`src/rtl/ff_seq_detect.sv`:
```
// rtl/ff_seq_detect.sv - overlapping 1011 serial pattern detector with saturating match counter
module ff_seq_detect #(
  parameter int          CNT_W  = 8,
  parameter logic [19:0] ID_NUM = 20'd165166
) (
  input  logic             clk,
  input  logic             clear0,
  input  logic             en,
  input  logic             ip0,
  input  logic             cnt_clr,
  output logic             match,
  output logic [CNT_W-1:0] match_count,
  output logic             count_full,
  output logic [1:0]       state,
  output logic [19:0]      id_num
);

  typedef enum logic [1:0] {
    IDLE = 2'd0,
    S1   = 2'd1,
    S10  = 2'd2,
    S101 = 2'd3
  } state_t;

  localparam logic [CNT_W-1:0] CNT_MAX = {CNT_W{1'b1}};
  localparam logic [CNT_W-1:0] CNT_ONE = {{(CNT_W-1){1'b0}}, 1'b1};

  state_t           state_q;
  state_t           state_d;
  logic             det_d;
  logic             match_q;
  logic [CNT_W-1:0] count_q;
  logic [CNT_W-1:0] count_d;
  logic             full_q;
  logic             full_d;

  // State register plus the registered copies of match/count/full; clear0 wins over everything
  always_ff @(posedge clk) begin
    if (!clear0) begin
      state_q <= IDLE;
      match_q <= 1'b0;
      count_q <= '0;
      full_q  <= 1'b0;
    end else begin
      state_q <= state_d;
      match_q <= det_d;
      count_q <= count_d;
      full_q  <= full_d;
    end
  end

  // Next-state logic: advance only on enabled samples; S101 + 1 is the detection edge
  always_comb begin
    state_d = state_q;
    det_d   = 1'b0;
    if (en) begin
      case (state_q)
        IDLE: state_d = ip0 ? S1 : IDLE;
        S1:   state_d = ip0 ? S1 : S10;
        S10:  state_d = ip0 ? S101 : IDLE;
        S101: begin
          if (ip0) begin
            // overlap: the final 1 of this match is the first 1 of the next
            state_d = S1;
            det_d   = 1'b1;
          end else begin
            // trailing "10" is already a valid prefix
            state_d = S10;
          end
        end
        default: state_d = IDLE;
      endcase
    end
  end

  // Output logic: next counter value (clear beats increment, saturate at max) and its full flag
  always_comb begin
    count_d = count_q;
    if (cnt_clr) begin
      count_d = '0;
    end else if (det_d && (count_q != CNT_MAX)) begin
      count_d = count_q + CNT_ONE;
    end
    full_d = (count_d == CNT_MAX);
  end

  assign match       = match_q;
  assign match_count = count_q;
  assign count_full  = full_q;
  assign state       = state_q;
  assign id_num      = ID_NUM;

endmodule

```
`config.mk`:
```
export PLATFORM = sky130hd
export DESIGN_NAME = ff_seq_detect
export DESIGN_NICKNAME = d
export VERILOG_FILES = /design/src/rtl/ff_seq_detect.sv
export SDC_FILE = /design/constraint.sdc
export NUM_CORES = 1
export LEC_CHECK = 0
export BUFFER_PORTS_ARGS = -buffer_cell sky130_fd_sc_hd__buf_2
export CORE_AREA = 2 2 45 47
export CTS_CLUSTER_DIAMETER = 60
export CTS_CLUSTER_SIZE = 8
export DETAILED_ROUTE_END_ITERATION = 10
export DIE_AREA = 0 0 47 49
export GPL_TIMING_DRIVEN = 0
export HOLD_SLACK_MARGIN = 0.02
export PLACE_DENSITY = 0.81
export SLEW_MARGIN = 30
export SYNTH_ARGS = -nofsm -noshare
export SYNTH_HDL_FRONTEND = slang
export SYNTH_SLANG_ARGS = --single-unit
```
`constraint.sdc`:
```
create_clock -name clk -period 2.4 [get_ports clk]
set_clock_uncertainty 0.2 [all_clocks]
set_input_delay 0.12 -clock clk [delete_from_list [all_inputs] [get_ports clk]]
set_output_delay 0.12 -clock clk [all_outputs]
set_load 0.01 [all_outputs]
```
Word level (Yosys, flattened, before mapping)
Cells that the tools add are included.
{"block": "word_totals", "in_bits": 5, "regBits": 12}
{"block": "op_classes", "addsub": 1, "n_eq_ne": 5, "muxes": 9, "reduce_logical": 3}
{"cell": "8-bit 2-to-1 mux", "count": 2}
{"cell": "8-bit by 1-bit adder with 8-bit output (second input constant)", "count": 1}
{"cell": "8-bit == test (second input constant)", "count": 1}
{"cell": "8-bit inequality test (second input constant)", "count": 1}
{"cell": "2-bit one-hot mux with 3 select lines", "count": 1}
{"cell": "2-bit == test (second input constant)", "count": 2}
{"cell": "1-bit 2-to-1 mux", "count": 4}
{"cell": "2-bit 2-to-1 mux", "count": 2}
{"cell": "2-bit by 1-bit == test with 1-bit output (second input constant)", "count": 1}
{"cell": "2-bit logical NOT", "count": 1}
{"cell": "2-bit OR reduction", "count": 1}
{"cell": "1-bit logical AND", "count": 1}

Longest topological paths before layout
{"block": "logic_depth", "word_depth": 7, "ltp_mapped": 6, "mapped_depth_nobuf": 6}

Worst setup path after synthesis
No wires, ideal clock.
{"block": "synth_path", "path_type": "register -> register", "from": "register count_q[0] (netlist: match_count[0])", "to": "register full_q (netlist: count_full)", "path_buffers": 0, "required_ns": 2.121, "slack_ns": 0.578, "arrival_ns": 1.542, "stages_incl_launch_ff": 7, "period_less_slack_ns": 1.822, "path_cell_list": "dfxtp_1 > ha_1 > and2_2 > a31oi_1 > and3b_1 > o21ai_1 > a211oi_2"}
{"block": "synth_between", "elab_chain_cells": 5, "word_cells_on_any_way": 6, "cone_classes": "add/sub (1); eq/ne (2); mux (2); reduce/logical (1)"}
{"element": "start: declaration", "line_no": "32", "rtl": "logic [CNT_W-1:0] count_q;"}
{"element": "start signal: assignment", "line_no": "47", "rtl": "count_q <= count_d;"}
{"element": "branches (longest 2 deep; another with 8-bit by 1-bit adder with 8-bit output)"}
{"element": "8-bit 2-to-1 mux *", "line_no": "81", "rtl": "end else if (det_d && (count_q != CNT_MAX)) begin"}
{"element": "8-bit 2-to-1 mux *", "line_no": "79", "rtl": "if (cnt_clr) begin"}
{"element": "8-bit == test *", "line_no": "84", "rtl": "full_d = (count_d == CNT_MAX);"}
{"element": "end signal: assignment", "line_no": "48", "rtl": "full_q <= full_d;"}
{"element": "end: declaration", "line_no": "34", "rtl": "logic full_q;"}
Mark *: on every way between the ends.
A chain may end at the register's enable or synchronous reset.

Worst setup path in the final report
{"block": "layout_path", "from": "input port ip0", "to": "register count_q[7] (netlist: match_count[7])"}
{"block": "layout_between", "elab_chain_cells": 6}
{"element": "start: declaration", "line_no": "9", "rtl": "input logic ip0,"}
{"element": "1-bit 2-to-1 mux", "line_no": "62", "rtl": "if (ip0) begin"}
{"element": "1-bit 2-to-1 mux", "line_no": "57", "rtl": "case (state_q)"}
{"element": "1-bit 2-to-1 mux", "line_no": "56", "rtl": "if (en) begin"}
{"element": "1-bit logical AND", "line_no": "81"}
{"element": "8-bit 2-to-1 mux", "line_no": "81"}
{"element": "8-bit 2-to-1 mux", "line_no": "79"}
Every way passes these cells.

==> impl_metrics.toml <==
[status]
status = "complete, no violations"

[critical_path]
critPathMaxStageDelay_ns = 0.53
worst-path-stages = 8
cpMostUsedCell = "dlygate4sd3_1"
path_buf_inv = 4
crit_path_end_kind = "register"
cp.required_ns = 2.43
cp_top_family = "buffers and inverters"
cp_max_fo = 7
crit_path_start_kind = "input pin"
reg2reg_depth = 6
cp.arrival_ns = 2.28
worstPathCellList = "dlygate4sd3_1 > buf_2 > and4_1 > buf_4 > and2_2 > a211oi_1 > and2_1 > dlygate4sd3_1"
crit_type = "in2reg"
cp_slowest_cell = "dlygate4sd3_1"

[clock_tree]
cts_tree = "yes"
h-tree-depth = 1
cts_setup_buffers = 0
clock_latency_ns = 0.28
cts_buffer_depth = 2
cts_buffers = 3
clock-sinks = 12
cts-root-buf = "clkbuf_4"
clk_pin_slew_ns = 0.07

[worst_hold_path]
hp-class = "reg2reg"
min_path_cells = 2

[floorplan]
core_area_sq_um = 1842
start_util_pct = 42.32
die_h_um = 49
ioPinCount = 37
dieArea_sq_um = 2303
row_count = 16
die_w_um = 47

[timing]
max_freq_ghz = 0.4429
final-setup-viol-count = 0
rsz0062_at_grt = "false"
hold_viol_final = 0
setup_total_negative_slack_ns = 0
finalMaxSlewViolations = 0
min_period_ns = 2.258
fin_crit_sh_pct = 94.09

[power]
finalPower_mw = 0.4221
leakage_nw = 0.5172
power.density_nw_per_um2 = 403.0
vdd_drop_max_mv = 0.2752

[routing]
wl_um = 1710
drt_first_pass_iters = 4
wire_per_inst_um = 10.49
viasPerCell = 4.509
drc = 0
vias = 735
drt_iter0_markers = 10
final_antenna_net_count = 0

[logic_synthesis]
yosysSeqAreaShare_pct = 30.82
synth_top_area_cell = "dfxtp_1"
synthTopCellsByArea = "dfxtp_1 31%, buf_4 20%, and2_2 3.9%"
yosys_warnings = 0
avgSynthCellArea_sq_um = 8.382
synth_top_area_share_pct = 30.82
synthArstFlopShare_pct = 0
synthFlopType = "dfxtp_1"
netlist_area_sq_um = 779.5
synth_cells = 93
synth_seq_cells = 12
synth_edf_count = 0
synth.distinct_cells = 29

[finish]
seqCellArea_sq_um = 240.2
final_nets = 143
multi_input_area_sq_um = 445.4
syn2layout_area_growth_pct = 34.35
fin_cells = 163
drive_gt1_share_pct = 36.03
diodes = 0
fillers = 191

[place]
place_congestion = 0.8080
placedCellCount = 154
hpwlAfterDp_um = 1281
io_buffers = 16

[grt]
grt_antenna_before_repair = 0
grt_pass1_wl_um = 2718
grt_max_degree = 9
grt_pass1_vias = 663
grt_overflow = 0
track_usage_pct = 16.07

[job]
cap_violations = 0
state kept, by name, summed over array words and instances (netlist names):
register and count:
match_count 8, state 2, count_full 1, match 1
placed cells by master (no fill, tap or decap), types with 2 or more instances in the layout:
| cell type | synthesis | layout |
|---|---|---|
| buf_2 | 0 | 16 |
| nand2_1 | 6 | 6 |
| conb_1 | 2 | 20 |
| and2_2 | 4 | 4 |
| and4_1 | 2 | 2 |
| o21ai_0 | 2 | 2 |
| nor2b_1 | 3 | 3 |
| nand4_1 | 2 | 2 |
| nand2b_1 | 2 | 2 |
| mux2i_1 | 2 | 2 |
| clkbuf_4 | 0 | 3 |
| dfxtp_1 | 12 | 12 |
| and3_1 | 3 | 3 |
| and2_1 | 2 | 2 |
| buf_4 | 21 | 21 |
| dlygate4sd3_1 | 0 | 5 |
| nor2_1 | 6 | 6 |
| xnor2_1 | 2 | 2 |
| a31oi_1 | 4 | 4 |
| and3_2 | 2 | 2 |
| a21oi_1 | 5 | 5 |
worst register-to-register path: stages (launching register included):
cell           delay, ns
dfxtp_1             0.42
ha_1                0.26
nand2_1             0.09
and3_1              0.16
a211oi_1            0.29
and2_1              0.16
dlygate4sd3_1       0.53
power by group:
part	total (mW)	leakage, nW	switching (mW)	internal [mW]
sequential	0.202	0.0968	0.00155	0.200
combinational	0.0591	0.399	0.0276	0.0314
clock	0.161	0.0210	0.0688	0.0924
per-stage QoR:
stage	util, %	hold slack [ns]	cell area (sq um)	setup slack, ns
after floorplan	-	0.04171	847.1	0.5782
after global placement	52.17	0.1962	960.9	0.4615
after detailed placement	52.17	0.1994	960.9	0.4158
after CTS	56.86	0.3636	1047	0.1291
after global routing	56.86	0.3966	1047	0.02398
final	56.86	0.3611	1047	0.1419
cells by family after synthesis:
| logic type | synth area share (%) |
|---|---|
| and+or+nand+nor | 26.16 |
| buffers and inverters | 20.71 |
| AOI/OAI and AO/OA | 14.93 |
| DFF | 30.82 |
| other | 0.9634 |
| xor gates and xnor gates | 2.248 |
| muxes | 2.568 |
| adders and majority gates | 1.605 |
synth_stat cells, types with 3 or more instances:
| cell | number |
|---|---|
| nor2b_1 | 3 |
| and3_1 | 3 |
| dfxtp_1 | 12 |
| nand2_1 | 6 |
| buf_4 | 21 |
| and2_2 | 4 |
| nor2_1 | 6 |
| a21oi_1 | 5 |
| a31oi_1 | 4 |
metal layers:
layer | GRT usage [%] | part of all wire [%] | wire length [um]
met5 | 0 | 0 | 0
met4 | 5.556 | 0.82 | 14
met3 | 4.444 | 7.3 | 124
met2 | 29.00 | 53 | 898
met1 | 16.78 | 39 | 674
repair_timing:
item	4_1_cts	5_1_grt
setup endpoints to repair	0	0
hold buffers	5	0
hold endpoints to repair	6	0
resized for setup	0	0
worst paths after layout:
check                                     from              to  slack [ns]
worst min register to register        state[1]        state[1]        0.36
worst max register to register  match_count[0]  match_count[7]        0.24
worst min-delay path                  state[1]        state[1]        0.36
worst max-delay path                       ip0  match_count[7]        0.14
cell type report:
type,instances,share of cell area [%]
Clock buffer,4,3.465
Inverter,1,0.3584
Tap cell,27,3.226
Buffer,21,15.05
Timing Repair Buffer,21,12.43
Sequential cell,12,22.94
Multi-Input combinational cell,77,42.53
Power figures use the tool's default switching activity.
